<file path="config.mk">
export PLATFORM = sky130hd
export DESIGN_NAME = ssd_scan_mux
export DESIGN_NICKNAME = d
export VERILOG_FILES = /design/src/rtl/ssd_pkg.sv /design/src/rtl/ssd_glyph_decode.sv /design/src/rtl/ssd_scan_mux.sv
export SDC_FILE = /design/constraint.sdc
export NUM_CORES = 1
export LEC_CHECK = 0
export BUFFER_PORTS_ARGS = -buffer_cell sky130_fd_sc_hd__buf_2
export CAP_MARGIN = 20
export CORE_UTILIZATION = 30
export CTS_BUF_LIST = sky130_fd_sc_hd__clkbuf_4
export DETAILED_ROUTE_END_ITERATION = 6
export SLEW_MARGIN = 10
export SYNTH_ARGS = -nofsm -noshare
export SYNTH_HDL_FRONTEND = slang
export SYNTH_HIERARCHICAL = 1
export SYNTH_SLANG_ARGS = --single-unit
</file>
<file path="constraint.sdc">
create_clock -name clk -period 2.3 [get_ports clk]
set_input_delay 0.115 -clock clk [delete_from_list [all_inputs] [get_ports clk]]
set_output_delay 0.115 -clock clk [all_outputs]
set_load 0.01 [all_outputs]
</file>
<file path="src/rtl/ssd_pkg.sv">
// Shared seven-segment glyph table and segment bit order.
// All glyphs are active-low: a 0 bit lights the segment.
package ssd_pkg;

    // Physical pin order on the segment bus, MSB first.
    typedef struct packed {
        logic a;
        logic b;
        logic c;
        logic d;
        logic e;
        logic f;
        logic g;
        logic dp;
    } seg_bits_t;

    typedef logic [6:0] seg7_t;

    localparam seg7_t GLYPH_0     = 7'b0000001;
    localparam seg7_t GLYPH_1     = 7'b1001111;
    localparam seg7_t GLYPH_2     = 7'b0010010;
    localparam seg7_t GLYPH_3     = 7'b0000110;
    localparam seg7_t GLYPH_4     = 7'b1001100;
    localparam seg7_t GLYPH_5     = 7'b0100100;
    localparam seg7_t GLYPH_6     = 7'b0100000;
    localparam seg7_t GLYPH_7     = 7'b0001111;
    localparam seg7_t GLYPH_8     = 7'b0000000;
    localparam seg7_t GLYPH_9     = 7'b0000100;
    localparam seg7_t GLYPH_A     = 7'b0001000;
    localparam seg7_t GLYPH_B     = 7'b1100000;
    localparam seg7_t GLYPH_C     = 7'b0110001;
    localparam seg7_t GLYPH_D     = 7'b1000010;
    localparam seg7_t GLYPH_E     = 7'b0110000;
    localparam seg7_t GLYPH_F     = 7'b0111000;
    localparam seg7_t GLYPH_DASH  = 7'b1111110;
    localparam seg7_t GLYPH_BLANK = 7'b1111111;

    localparam logic [7:0] SEG8_DARK = 8'hFF;

    function automatic logic [7:0] seg8(input seg7_t g, input logic dp);
        seg_bits_t s;
        s = {g, 1'b1};
        s.dp = ~dp;
        return s;
    endfunction

endpackage

</file>
<file path="src/rtl/ssd_glyph_decode.sv">
// Nibble to seven-segment glyph, active-low.
// Values above 9 show hex letters or a dash when hex is disabled.
module ssd_glyph_decode
    import ssd_pkg::*;
(
    input  logic [3:0] nibble,
    input  logic       hex_en,
    output seg7_t      seg
);

    always_comb begin
        seg = GLYPH_BLANK;
        unique case (nibble)
            4'h0: seg = GLYPH_0;
            4'h1: seg = GLYPH_1;
            4'h2: seg = GLYPH_2;
            4'h3: seg = GLYPH_3;
            4'h4: seg = GLYPH_4;
            4'h5: seg = GLYPH_5;
            4'h6: seg = GLYPH_6;
            4'h7: seg = GLYPH_7;
            4'h8: seg = GLYPH_8;
            4'h9: seg = GLYPH_9;
            4'hA: seg = hex_en ? GLYPH_A : GLYPH_DASH;
            4'hB: seg = hex_en ? GLYPH_B : GLYPH_DASH;
            4'hC: seg = hex_en ? GLYPH_C : GLYPH_DASH;
            4'hD: seg = hex_en ? GLYPH_D : GLYPH_DASH;
            4'hE: seg = hex_en ? GLYPH_E : GLYPH_DASH;
            4'hF: seg = hex_en ? GLYPH_F : GLYPH_DASH;
        endcase
    end

endmodule

</file>
<file path="src/rtl/ssd_scan_mux.sv">
// Multiplexed common-anode display driver with a frame-aligned shadow
// copy, per-digit blanking, leading-zero suppression and anode guard.
module ssd_scan_mux
    import ssd_pkg::*;
#(
    parameter int DIGITS   = 4,
    parameter int DIV_BITS = 16,
    parameter int GUARD    = 4,
    parameter int HEX_EN   = 1
) (
    input  logic                  clk,
    input  logic                  rst_n,
    input  logic [4*DIGITS-1:0]   digits_in,
    input  logic [DIGITS-1:0]     dp_in,
    input  logic [DIGITS-1:0]     blank_in,
    input  logic                  load,
    input  logic                  lz_blank,
    output logic [7:0]            ssd_seg,
    output logic [DIGITS-1:0]     ssd_an,
    output logic                  frame_done
);

    localparam int   IDX_W = $clog2(DIGITS);
    localparam logic HEX   = (HEX_EN != 0);

    logic [DIV_BITS-1:0] prescaler;
    logic [IDX_W-1:0]    idx;
    logic                pending;
    logic [4*DIGITS-1:0] sh_dig;
    logic [DIGITS-1:0]   sh_dp;
    logic [DIGITS-1:0]   sh_blank;

    logic tick;
    logic last;
    logic wrap;

    assign tick = &prescaler;
    assign last = (idx == IDX_W'(DIGITS - 1));
    assign wrap = tick & last;

    // Scan timing and frame-aligned shadow capture.
    always_ff @(posedge clk or negedge rst_n) begin
        if (!rst_n) begin
            prescaler  <= '0;
            idx        <= '0;
            pending    <= 1'b0;
            sh_dig     <= '0;
            sh_dp      <= '0;
            sh_blank   <= '1;
            frame_done <= 1'b0;
        end else begin
            prescaler  <= prescaler + DIV_BITS'(1);
            frame_done <= wrap;
            if (tick) begin
                idx <= last ? '0 : idx + IDX_W'(1);
            end
            if (wrap) begin
                pending <= 1'b0;
                if (pending | load) begin
                    sh_dig   <= digits_in;
                    sh_dp    <= dp_in;
                    sh_blank <= blank_in;
                end
            end else if (load) begin
                pending <= 1'b1;
            end
        end
    end

    logic [3:0]        cur_nib;
    logic              cur_dp;
    logic              cur_blank;
    logic              cur_zero;
    logic [DIGITS-1:0] zero_from;

    // zero_from[i]: nibble i and every more significant nibble are 0.
    always_comb begin
        zero_from = '0;
        for (int i = 0; i < DIGITS; i++) begin
            zero_from[i] = ((sh_dig >> (4 * i)) == '0);
        end
    end

    always_comb begin
        cur_nib   = '0;
        cur_dp    = 1'b0;
        cur_blank = 1'b0;
        cur_zero  = 1'b0;
        for (int i = 0; i < DIGITS; i++) begin
            if (idx == IDX_W'(i)) begin
                cur_nib   = sh_dig[4*i +: 4];
                cur_dp    = sh_dp[i];
                cur_blank = sh_blank[i];
                cur_zero  = zero_from[i];
            end
        end
    end

    seg7_t glyph;

    ssd_glyph_decode u_decode (
        .nibble (cur_nib),
        .hex_en (HEX),
        .seg    (glyph)
    );

    logic              in_guard;
    logic              dark;
    logic [7:0]        seg_nxt;
    logic [DIGITS-1:0] an_nxt;

    assign in_guard = (prescaler < DIV_BITS'(GUARD));
    assign dark     = cur_blank
                    | (lz_blank & (idx != '0) & cur_zero);

    always_comb begin
        seg_nxt = SEG8_DARK;
        an_nxt  = '1;
        if (!in_guard) begin
            an_nxt  = ~(DIGITS'(1) << idx);
            seg_nxt = dark ? SEG8_DARK : seg8(glyph, cur_dp);
        end
    end

    always_ff @(posedge clk or negedge rst_n) begin
        if (!rst_n) begin
            ssd_seg <= SEG8_DARK;
            ssd_an  <= '1;
        end else begin
            ssd_seg <= seg_nxt;
            ssd_an  <= an_nxt;
        end
    end

endmodule

</file>
### Word-level counts from Yosys, hierarchy flattened

Index checks and enable logic that the tools add are counted.

* flip-flop bits (word level): 56
* latch bits: 0
* RAM bits: 0
* ROM bits: 0
* input port bits: 28
* output and inout port bits: 13
* logic and storage cells: 71
* memories kept: 0

* add/subtract/negate cells: 2
* multipliers: 0
* divide/modulo/power cells: 0
* magnitude comparators: 1
* equal/unequal tests: 18
* shifts and indexed selects: 1
* mux-type cells: 23
* bitwise operators: 7
* reductions and logical operators: 10

Operators with widths (count)
* case mux 7 bit (16 select lines): 1
* logical NOT 16 bit: 4
* == test 4 bit (second input constant): 8
* two-way mux 4 bit: 5
* adder 16 x 1 -> 16 bit (second input constant): 1
* == test 4 x 3 -> 1 bit (second input constant): 4
* < comparator 16 x 3 -> 1 bit (second input constant): 1
* two-way mux 8 bit: 2
* AND reduction 16 bit: 1
* two-way mux 1 bit: 14
* == test 4 x 2 -> 1 bit (second input constant): 2
* == test 2 bit (second input constant): 2
* == test 4 x 1 -> 1 bit (second input constant): 1
* logical NOT 4 bit: 1
* NOT 4 bit: 1
* nonzero test 2 bit: 2
* << shifter 1 x 2 -> 4 bit (first input constant): 1
* bitwise AND 1 bit: 3
* adder 2 x 1 -> 2 bit (second input constant): 1
* == test 2 x 1 -> 1 bit (second input constant): 1
* logical NOT 2 bit: 1
* two-way mux 2 bit: 1
* bitwise OR 1 bit: 2
* AND reduction 2 bit: 1
* NOT 1 bit: 1

### Depth between registers and ports, before layout

Gate-level depths: netlist of run 1.

* depth after elaboration: 9
* mapped depth: 12
* mapped depth without buffers: 9

### Modules after synthesis

Netlist of run 1, hierarchy kept.

Modules (own cells, without submodules)
* ssd_scan_mux: instances 1, cells each 191, area an instance 2578.7 µm², sequential area each 1421.4 µm²
* ssd_glyph_decode: instances 1, cells each 42, area an instance 295.3 µm², sequential area each 0.0 µm²

### Worst setup path after synthesis of run 1

OpenSTA, ideal clock, no wires.

* path kind: reg-to-reg
* start: reg idx[0]
* end: reg ssd_seg[2]
* library setup time: 0.100 ns
* arrival: 2.225 ns
* data required time: 2.200 ns
* slack: -0.025 ns
* cell stages (with the launch flop): 11
* buffers on the path: 2
* clock period less this slack: 2.325 ns
* cell sequence: dfrtp_1 -> ha_1 -> clkbuf_1 -> nor2b_1 -> a221oi_1 -> o31ai_1 -> buf_6 -> xnor2_1 -> o22ai_1 -> a21oi_1 -> nand3b_1

* longest elaborated chain between the ends: 9
* elaborated cells between the ends (all ways): 39
* classes of those cells: 18 x eq/ne; 15 x mux; 3 x bitwise; 3 x reduce/logical

Ends and longest elaborated chain
* start, declared: line ssd_scan_mux.sv:27 `logic [IDX_W-1:0] idx;`
* start signal, assigned: line ssd_scan_mux.sv:55 `idx <= last ? '0 : idx + IDX_W'(1);`
* logical NOT 2 bit: line ssd_scan_mux.sv:90 `if (idx == IDX_W'(i)) begin`
* two-way mux 4 bit (3 in series): line ssd_scan_mux.sv:90
* two-way mux 4 bit *: line ssd_scan_mux.sv:90
* named net cur_nib[3]: line ssd_scan_mux.sv:70 `logic [3:0] cur_nib;`
* == test 4 bit, or another cell as far along: line ssd_glyph_decode.sv:13 `unique case (nibble)`
* case mux 7 bit (16 select lines) *: line ssd_glyph_decode.sv:13
* named net glyph[1]: line ssd_scan_mux.sv:99 `seg7_t glyph;`
* two-way mux 8 bit *: line ssd_scan_mux.sv:121 `seg_nxt = dark ? SEG8_DARK : seg8(glyph, cur_dp);`
* two-way mux 8 bit *: line ssd_scan_mux.sv:119 `if (!in_guard) begin`
* named net seg_nxt[2]: line ssd_scan_mux.sv:109 `logic [7:0] seg_nxt;`
* end signal, assigned: line ssd_scan_mux.sv:130 `ssd_seg <= seg_nxt;`
* end, declared: line ssd_scan_mux.sv:18 `output logic [7:0] ssd_seg,`

Mark *: on every way through the listed nets, which the timed path passes. The rest lies on a longest branch.
A chain may end at the register's enable or synchronous reset.

### Worst setup path in the final report of run 1

* start: reg idx[1]
* end: reg ssd_seg[2]

The elaborated chain is that of the path after synthesis.

==> metrics.txt, run 1 <==
switching power total 0.325 mW; H-tree Lvls 2; required time of the worst setup path 2.60 ns; number of distinct standard cells referenced by the synthesized netlist 51; number of design-rule violations left by the first detailed-router iteration 45; largest fanout on the critical path 7; run status complete, no violations; P per Cell Area 433 nW/um2; Clock power frac 32.4%; number of top-level pins 41; via count of the first global-routing pass 1965; number of port buffers 40; flop and latch count out of synthesis 56; Die Outline Area between 9000 and 10000 um2; total of endpoints with negative setup slack in the final report 0; maximum root-to-sink buffer count 2; Layout Skew a little under 0.02 ns; Tot Pwr 1.58 mW; placement-stage worst setup slack -0.0188 ns; Final Slew Violations 0; final weighted congestion in routability-driven placement 0.795; Post-synth EDFFs 0; Chip Width 99.9 um; DRC violation count after routing 0; Synth async-reset ratio 100%; NumNets Final 347; fraction of layout cells with a size suffix above 1 40.0%; source-to-sink clock delay at the later pin of the worst-skew pair 0.36 ns; arrival time at the worst endpoint 2.47 ns; worst setup path startpoint idx[1]$_DFFE_PN0P_; Cells after Synth 233; syn_area_per_cell approximately 12 um2; placed wire-length estimate after detailed placement roughly 4200 um; core region area 9240 um2; dominant delay contributor by cell family on the critical path compound AO/OA/AOI/OAI gates; leading post-synthesis cells by cell area sky130_fd_sc_hd__dfrtp_1 (35%), sky130_fd_sc_hd__dfstp_2 (15%), sky130_fd_sc_hd__mux2_4 (10%); ant diodes 0; kind of critical path flip-flop to flip-flop; critical-path cell with the highest stage delay sky130_fd_sc_hd__dfrtp_1; number of failing hold endpoints at the final stage 0; average wire per standard cell 13.0 um; Critical Path End Type flip-flop; Routed Antenna Nets 0; number of detailed-route iterations in the first pass 5; y dimension of the die 99.9 um; row count 35; non-filler instance count after layout 444; transition time of the tightest slew-check pin 0.591 ns; number of buffers inserted during clock tree synthesis 5; Crit path largest cell delay about 0.43 ns; leftover overflow at the end of global routing 0; Clock Root Buffer sky130_fd_sc_hd__clkbuf_4; routed wire length 5780 um; fraction of power spent switching nets 20.5%; routed vias/inst 4.48; clock transition at the registers of the reported paths 0.15 ns; sequential fraction of design power approximately 62%; area added between synthesis and finish 27.3%; element type at the critical path start flip-flop; most area-hungry cell type in the Yosys netlist sky130_fd_sc_hd__dfrtp_1; combinational fraction of design power 5.3%; Placed Instances 407; global-route wire length before repair 9650 um; number of antenna violations at the first check in global routing 0; total number of vias 1987; series of cell instances along the critical path inv_1 > ha_2 > nor2b_4 > a221oi_1 > o31ai_1 > buf_4 > mux2_2 > o22ai_2 > a21oi_1 > nand3b_1; proportion of netlist area held by the largest area contributor 34.8%; worst supply voltage drop on vdd 221 uV; number of max-capacitance violations reported 0; leading register cell type out of synthesis sky130_fd_sc_hd__dfrtp_1; TritonCTS clock tree yes; Critical R2R Launch idx[1]$_DFFE_PN0P_; share of the yosys chip area belonging to registers 49.5%; static leakage 1.70 nW; pin count of the biggest net entering global routing 34; number of warning messages in the yosys log 6; minimum hold slack 0.0190 ns; min cycle time layout approximately 2.2 ns; number of buffers and inverters on the critical path 2; slew margin rel. between 60% and 70%; fin worst setup slack 0.126 ns; Post-Syn Area roughly 2900 um2; most frequent cells in the layout sky130_fd_sc_hd__dfrtp_1 (40), sky130_fd_sc_hd__buf_2 (40), sky130_fd_sc_hd__dlygate4sd3_1 (25), sky130_fd_sc_hd__nand2_1 (21), sky130_fd_sc_hd__mux2_4 (20); final critical-path share of the clock period between 90% and 100%; starting density of the core 31.1%; Pint 1.26 mW; Num Clock Sinks 56; hold crit path type input port to flip-flop; all-layer global routing usage 12.4%; worst hold path startpoint load; max frequency around 460 MHz
[path summary, 6_finish.rpt]
kind / depth (start not counted) / slack, ns / end
min in group asynchronous: 2 / 0.27 / sh_dig[5]$_DFFE_PN0P_
max in group asynchronous: 3 / 1.39 / ssd_an[2]$_DFF_PN1_
setup reg to reg: 10 / 0.13 / ssd_seg[2]$_DFF_PN1_
hold reg to reg: 1 / 0.51 / prescaler[0]$_DFF_PN0_
setup / recovery: 10 / 0.13 / ssd_seg[2]$_DFF_PN1_
hold / removal: 3 / 0.02 / pending$_DFFE_PN0P_
[repair_timing]
action | CTS | global route
resized for setup | 1 | 6
pin swaps | 0 | 2
hold buffers | 25 | 0
setup buffers | 0 | 4
setup endpoints to repair | 1 | 8
hold endpoints to repair | 36 | 0
[stage by stage]
stage | TNS, ns | util [%] | instance area, um2
6_report | 0 | 39.6 | 3660
5_1_grt | -0.0402 | 39.6 | 3660
4_1_cts | 0 | 39.0 | 3600
3_5_place_dp | -0.0188 | 35.5 | 3280
3_3_place_gp | 0 | 35.5 | 3280
2_1_floorplan | 0 | - | 2900
[cell usage after synthesis, types with 2 or more instances]
cell type	count
sky130_fd_sc_hd__xor2_1	6
sky130_fd_sc_hd__nor2b_1	9
sky130_fd_sc_hd__a21oi_1	5
sky130_fd_sc_hd__nor4_1	7
sky130_fd_sc_hd__mux2_4	20
sky130_fd_sc_hd__xnor2_1	10
sky130_fd_sc_hd__nand2b_1	2
sky130_fd_sc_hd__nor2_1	7
sky130_fd_sc_hd__buf_6	5
sky130_fd_sc_hd__and3_2	2
sky130_fd_sc_hd__buf_2	2
sky130_fd_sc_hd__buf_12	2
sky130_fd_sc_hd__mux2_2	7
sky130_fd_sc_hd__dfrtp_1	40
sky130_fd_sc_hd__ha_1	5
sky130_fd_sc_hd__a221oi_1	6
sky130_fd_sc_hd__and2_1	2
sky130_fd_sc_hd__o22ai_1	2
sky130_fd_sc_hd__dfstp_2	16
sky130_fd_sc_hd__nand3b_1	7
sky130_fd_sc_hd__inv_1	5
sky130_fd_sc_hd__nor3_1	2
sky130_fd_sc_hd__o31ai_1	6
sky130_fd_sc_hd__o21ai_0	2
sky130_fd_sc_hd__nand3_1	8
sky130_fd_sc_hd__clkbuf_1	3
sky130_fd_sc_hd__nand2_1	21
[state kept, by name, indices dropped and copies added, names as in the netlist]
name        flops
sh_blank        4
pending         1
sh_dig         16
idx             2
frame_done      1
ssd_an          4
sh_dp           4
prescaler      16
ssd_seg         8
[area by class of cell]
| class | instances | area (um2) |
|---|---|---|
| Clock inverter | 3 | 37.5 |
| Tap cell | 129 | 161 |
| Clock buffer | 5 | 37.5 |
| Multi-Input combinational cell | 164 | 1370 |
| Inverter | 5 | 18.8 |
| Timing Repair Buffer | 82 | 616 |
| Fill cell | 906 | 5580 |
| Sequential cell | 56 | 1420 |
[kinds of logic (layout without fill, tap and decap cells)]
logic type	count (synthesis)	after routing	synth area share [%]
simple gates	78	78	16.5
xor+xnor	16	16	4.88
other cells	1	6	0.130
buf+inv	18	95	4.92
flops	56	56	49.5
fa+ha+maj	5	5	2.18
compound gates	31	31	8.40
mux	28	28	13.5
[power groups by stage]
| stage | combinational [mW] | clock (mW) | sequential [mW] |
|---|---|---|---|
| after CTS | 0.0854 | 0.541 | 0.987 |
| after global routing | 0.0939 | 0.573 | 0.987 |
| final | 0.0835 | 0.513 | 0.987 |
| after floorplan | 0.00259 | 0 | 1.00 |
| after global placement | 0.0523 | 0 | 1.00 |
| after detailed placement | 0.0527 | 0 | 1.00 |
[tightest hold or removal path: cells and delay by family]
kind,cells,cell delay [ns]
simple gates,1,0.04
compound gates,1,0.10
buf+inv,1,0.08
[routing by layer]
metal  track usage [%]  wire length, um  up-vias  part of all wire (%)
met5                 0                0        -                     0
met4              4.41               55        0                  0.95
met3              2.44              217        4                   3.8
met2              17.9             2490       47                    43
met1              18.4             3020      947                    52
li1                  -                -      989                     -
Power figures use the tool's default switching activity.
==> inputs of run 2 (changes only) <==
Settings changed: CAP_MARGIN 20 to 25, PLACE_DENSITY set to 0.58.
==> metrics.txt, run 2 (synthesis gave the netlist of run 1 again) <==
run status complete, no violations; routed wire length just under 6000 um; final critical-path share of the clock period approximately 95%; placement-stage worst setup slack 0.0462 ns; H-tree Lvls 2; cell type with the highest occurrence count on the critical path sky130_fd_sc_hd__buf_4; maximum root-to-sink buffer count 2; TritonCTS clock tree yes; y dimension of the die ~100 um; placed wire-length estimate after detailed placement 4160 um; P per Cell Area 411 nW/um2; fin worst setup slack 0.108 ns; routed vias/inst 4.38; series of cell instances along the critical path ha_1 > buf_4 > a221oi_1 > o31ai_2 > buf_4 > buf_4 > xnor2_1 > o311ai_1 > nand3b_1; NumNets Final 349; starting density of the core 31.1%; kind of critical path flip-flop to flip-flop; number of top-level pins 41; total number of vias ~2000; required time of the worst setup path 2.62 ns; worst supply voltage drop on vdd 178 uV; number of buffers inserted during clock tree synthesis 5; row count 35; largest registers in the final layout prescaler x16, sh_dig x16, ssd_seg x8; number of port buffers 40; average wire per standard cell approximately 13 um; total of endpoints with negative setup slack in the final report 0; static leakage 1.70 nW; Crit path largest cell delay between 0.4 and 0.5 ns; critical-path cell with the highest stage delay sky130_fd_sc_hd__dfrtp_1; pin count of the biggest net entering global routing 34; arrival time at the worst endpoint 2.51 ns; final weighted congestion in routability-driven placement slightly above 0.8; all-layer global routing usage 12.3%; number of max-capacitance violations reported 0; Num Clock Sinks 56; fill cell count 887; core region area 9240 um2; largest fanout on the critical path 9; Critical Path End Type flip-flop; Chip Width ~100 um; global-route wire length before repair 9470 um; Final Slew Violations 0; element type at the critical path start flip-flop; number of buffers and inverters on the critical path 3; number of antenna violations at the first check in global routing 0; number of design-rule violations left by the first detailed-router iteration 38; DRC violation count after routing 0; number of failing hold endpoints at the final stage 0; Clock Root Buffer sky130_fd_sc_hd__clkbuf_4; max frequency 456 MHz; source-to-sink clock delay at the later pin of the worst-skew pair 0.39 ns; area added between synthesis and finish 26.6%; Routed Antenna Nets 0; hold crit path type input port to asynchronous set/reset pin; dominant delay contributor by cell family on the critical path compound AO/OA/AOI/OAI gates; slew margin rel. between 50 and 60%; min cycle time layout 2.19 ns; via count of the first global-routing pass 1886; ant diodes 0; number of detailed-route iterations in the first pass 6; leftover overflow at the end of global routing 0; transition time of the tightest slew-check pin 0.618 ns; fraction of layout cells with a size suffix above 1 between 40% and 50%; Die Outline Area 9980 um2; most frequent cells in the layout sky130_fd_sc_hd__dfrtp_1 (40), sky130_fd_sc_hd__buf_2 (40), sky130_fd_sc_hd__dlygate4sd3_1 (26), sky130_fd_sc_hd__nand2_1 (21), sky130_fd_sc_hd__mux2_4 (20); clock transition at the registers of the reported paths 0.16 ns; final core area utilization 39.4%; Layout Skew 0.0198 ns
## run 2: cell count changes in the layout (fill, tap and decap cells not counted), moves of 2 or more
cell,before,now
sky130_fd_sc_hd__buf_12,3,1
sky130_fd_sc_hd__buf_4,14,16
sky130_fd_sc_hd__clkinv_1,2,0
sky130_fd_sc_hd__clkinv_2,0,2
## run 2: worst register-to-register path, cell delays in order (launching register included)
cell and delay [ns]:
sky130_fd_sc_hd__dfrtp_1 0.43, sky130_fd_sc_hd__ha_1 0.25, sky130_fd_sc_hd__buf_4 0.18, sky130_fd_sc_hd__a221oi_1 0.34, sky130_fd_sc_hd__o31ai_2 0.08, sky130_fd_sc_hd__buf_4 0.18
sky130_fd_sc_hd__buf_4 0.17, sky130_fd_sc_hd__xnor2_1 0.12, sky130_fd_sc_hd__o311ai_1 0.23, sky130_fd_sc_hd__nand3b_1 0.15
## run 2: area by class of cell
| class | count | area, um2 | area share (%) |
|---|---|---|---|
| Sequential cell | 56 | 1420 | 39.1 |
| Multi-Input combinational cell | 164 | 1370 | 37.6 |
| Timing Repair Buffer | 84 | 612 | 16.8 |
| Tap cell | 129 | 161 | 4.44 |
| Clock buffer | 5 | 37.5 | 1.03 |
| Clock inverter | 3 | 18.8 | 0.516 |
| Inverter | 5 | 18.8 | 0.516 |
## run 2: per-layer routing
metal,up-vias,track usage [%],part of all wire [%]
met1,914,16.9,52
li1,993,-,-
met4,0,4.41,1.6
met2,36,18.6,43
met5,-,0,0
met3,9,3.13,3.7
## run 2: path summary, 6_finish.rpt
path	startpoint	endpoint	slack [ns]	cells after the start
setup / recovery	idx[0]$_DFFE_PN0P_	ssd_seg[4]$_DFF_PN1_	0.11	9
hold / removal	rst_n	sh_dp[0]$_DFFE_PN0P_	0.25	2
setup reg to reg	idx[0]$_DFFE_PN0P_	ssd_seg[4]$_DFF_PN1_	0.11	9
hold reg to reg	prescaler[11]$_DFF_PN0_	prescaler[11]$_DFF_PN0_	0.51	1
max in group asynchronous	rst_n	sh_blank[2]$_DFFE_PN1P_	1.39	3
min in group clk	lz_blank	ssd_seg[0]$_DFF_PN1_	0.37	6
## run 2: per-stage QoR
stage          area (um2)  total power [mW]  hold WS (ns)  instances   TNS, ns
6_report             3640              1.50         0.253        446         0
4_1_cts              3600              1.52         0.256        444         0
5_1_grt              3640              1.56         0.297        446  -0.00495
3_3_place_gp         3280              1.06         0.154        410         0
2_1_floorplan        2900              1.01        -0.181        238         0
3_5_place_dp         3280              1.06         0.166        410         0
## run 2: power by group
group,switching [mW],internal [mW],total (mW),leakage [nW]
sequential,0.0000000000000000105,0.987,0.987,0.705
clock,0.306,0.118,0.425,0.0349
combinational,0.0354,0.0493,0.0847,0.961
## run 2: timing repair
| action | CTS | global route |
|---|---|---|
| gates resized for setup | 0 | 6 |
| setup buffers | 0 | 2 |
| hold buffers | 26 | 0 |
| endpoints found under the setup margin | 0 | 8 |
| endpoints found under the hold margin | 37 | 0 |
==> inputs of run 3 (changes only) <==
Settings changed: CORE_MARGIN set to 2.
==> metrics.txt, run 3 (synthesis gave the netlist of run 1 again) <==
run status complete, no violations; dominant delay contributor by cell family on the critical path compound AO/OA/AOI/OAI gates; largest registers in the final layout prescaler x16, sh_dig x16, ssd_seg x8; slew margin rel. between 50% and 60%; final critical-path share of the clock period 92.1%; y dimension of the die 102 um; area added between synthesis and finish 25.8%; hold crit path type input port to flip-flop; number of detailed-route iterations in the first pass 4; average wire per standard cell 12.7 um; critical-path cell with the highest stage delay sky130_fd_sc_hd__dfrtp_1; largest fanout on the critical path 9; routed vias/inst around 4.4; source-to-sink clock delay at the later pin of the worst-skew pair about 0.37 ns; pin count of the biggest net entering global routing 33; Chip Width 102 um; number of buffers and inverters on the critical path 4; number of design-rule violations left by the first detailed-router iteration 53; min cycle time layout ~2.1 ns; H-tree Lvls 2; busiest layer in global routing met2; element type at the critical path start flip-flop; total negative slack 0 ns; number of antenna violations at the first check in global routing 0; cell type with the highest occurrence count on the critical path sky130_fd_sc_hd__buf_4; most frequent cells in the layout sky130_fd_sc_hd__dfrtp_1 (40), sky130_fd_sc_hd__buf_2 (40), sky130_fd_sc_hd__dlygate4sd3_1 (25), sky130_fd_sc_hd__nand2_1 (21), sky130_fd_sc_hd__mux2_4 (20); fraction of layout cells with a size suffix above 1 40.3%; Layout Skew 0.0231 ns; met2 layer usage reported by global route 20.8%; DRC violation count after routing 0; final weighted congestion in routability-driven placement 0.759; number of max-capacitance violations reported 0; clock transition at the registers of the reported paths 0.17 ns; routed wire length between 5000 and 6000 um; number of failing hold endpoints at the final stage 0; total number of vias 1963; number of buffers inserted during clock tree synthesis 5; maximum root-to-sink buffer count 2; total of endpoints with negative setup slack in the final report 0; met1 Use GR 15.0%; arrival time at the worst endpoint 2.44 ns; number of port buffers 40; transition time of the tightest slew-check pin about 0.7 ns; max frequency approximately 470 MHz; NumNets Final 345; required time of the worst setup path about 2.6 ns; series of cell instances along the critical path inv_1 > ha_1 > buf_4 > a221oi_2 > o31ai_2 > buf_4 > buf_4 > nand3_1 > o22a_1 > o21ai_1 > nand3b_1; row count 35; global routing met3 resource utilization 2.05%; kind of critical path flip-flop to flip-flop; ant diodes 0; Routed Antenna Nets 0; TritonCTS clock tree yes; setup repair after global routing missed its margin false; placed wire-length estimate after detailed placement 4120 um; Crit path largest cell delay 0.43 ns; Die Outline Area around 10000 um2; Clock Root Buffer sky130_fd_sc_hd__clkbuf_4; number of top-level pins 41; P per Cell Area between 400 and 500 nW/um2; Critical Path End Type flip-flop; via count of the first global-routing pass 2010; core region area 9280 um2; static leakage around 1.7 nW; global-route wire length before repair 9550 um; Final Slew Violations 0; minimum hold slack between 0.05 and 0.06 ns; starting density of the core 31.0%; Num Clock Sinks 56; worst supply voltage drop on vdd 207 uV; all-layer global routing usage approximately 12%; leftover overflow at the end of global routing 0
[run 3: cell types whose count changed in the layout (fill, tap and decap cells not counted)]
cell / change
sky130_fd_sc_hd__a221oi_1: -1
sky130_fd_sc_hd__a221oi_2: +1
sky130_fd_sc_hd__buf_4: -3
sky130_fd_sc_hd__buf_6: -1
sky130_fd_sc_hd__clkbuf_4: +1
sky130_fd_sc_hd__clkdlybuf4s15_2: +1
sky130_fd_sc_hd__clkinv_2: -2
sky130_fd_sc_hd__clkinvlp_4: +1
sky130_fd_sc_hd__dlygate4sd3_1: -1
[run 3: path summary, 6_finish.rpt]
check | from | to | slack, ns | depth (start not counted)
worst max-delay path | idx[1]$_DFFE_PN0P_ | ssd_seg[1]$_DFF_PN1_ | 0.18 | 11
worst min register to register | prescaler[11]$_DFF_PN0_ | prescaler[11]$_DFF_PN0_ | 0.51 | 1
max in group asynchronous | rst_n | ssd_seg[6]$_DFF_PN1_ | 1.28 | 3
min in group asynchronous | rst_n | sh_dp[2]$_DFFE_PN0P_ | 0.30 | 2
worst max register to register | idx[1]$_DFFE_PN0P_ | ssd_seg[1]$_DFF_PN1_ | 0.18 | 11
worst min-delay path | load | pending$_DFFE_PN0P_ | 0.06 | 3
[run 3: worst min-delay path, cell delays in order]
cell	delay, ns
sky130_fd_sc_hd__buf_2	0.10
sky130_fd_sc_hd__nor2_1	0.05
sky130_fd_sc_hd__a21oi_1	0.11
[run 3: per-layer routing]
metal,share of wire [%],up-vias
met5,0,-
met4,0.34,0
met3,2.7,2
met2,52,27
met1,45,948
li1,-,986
[run 3: timing repair]
item | in CTS | in global routing
gates resized for setup | 0 | 6
endpoints found under the hold margin | 46 | 0
endpoints found under the setup margin | 0 | 8
hold buffers | 25 | 0
buffers inserted | 0 | 2
[run 3: final cells by class]
type / instances / area [um2]
clock inverter: 2 / 16.3
multi-input combinational: 164 / 1370
sequential: 56 / 1420
inverter: 5 / 18.8
fill: 929 / 5670
clock buffer: 6 / 45.0
tap: 129 / 161
timing repair buffer: 80 / 579
[run 3: power by group]
group	total, mW	internal [mW]	leakage [nW]	switching [mW]
registers	0.987	0.987	0.705	0.0000000000000000144
clock network	0.441	0.134	0.0319	0.307
logic	0.0802	0.0470	0.940	0.0332
[run 3: per-stage QoR]
step           instance area (um2)  worst slack (ns)  util, %  power [mW]  cells
6_report                      3620             0.182     38.9        1.51    442
5_1_grt                       3620           0.00138     38.9        1.59    442
4_1_cts                       3560            0.0166     38.4        1.54    439
3_5_place_dp                  3250            0.0405     35.0        1.05    406
3_3_place_gp                  3250             0.105     35.0        1.05    406
2_1_floorplan                 2900            0.0478        -        1.01    238
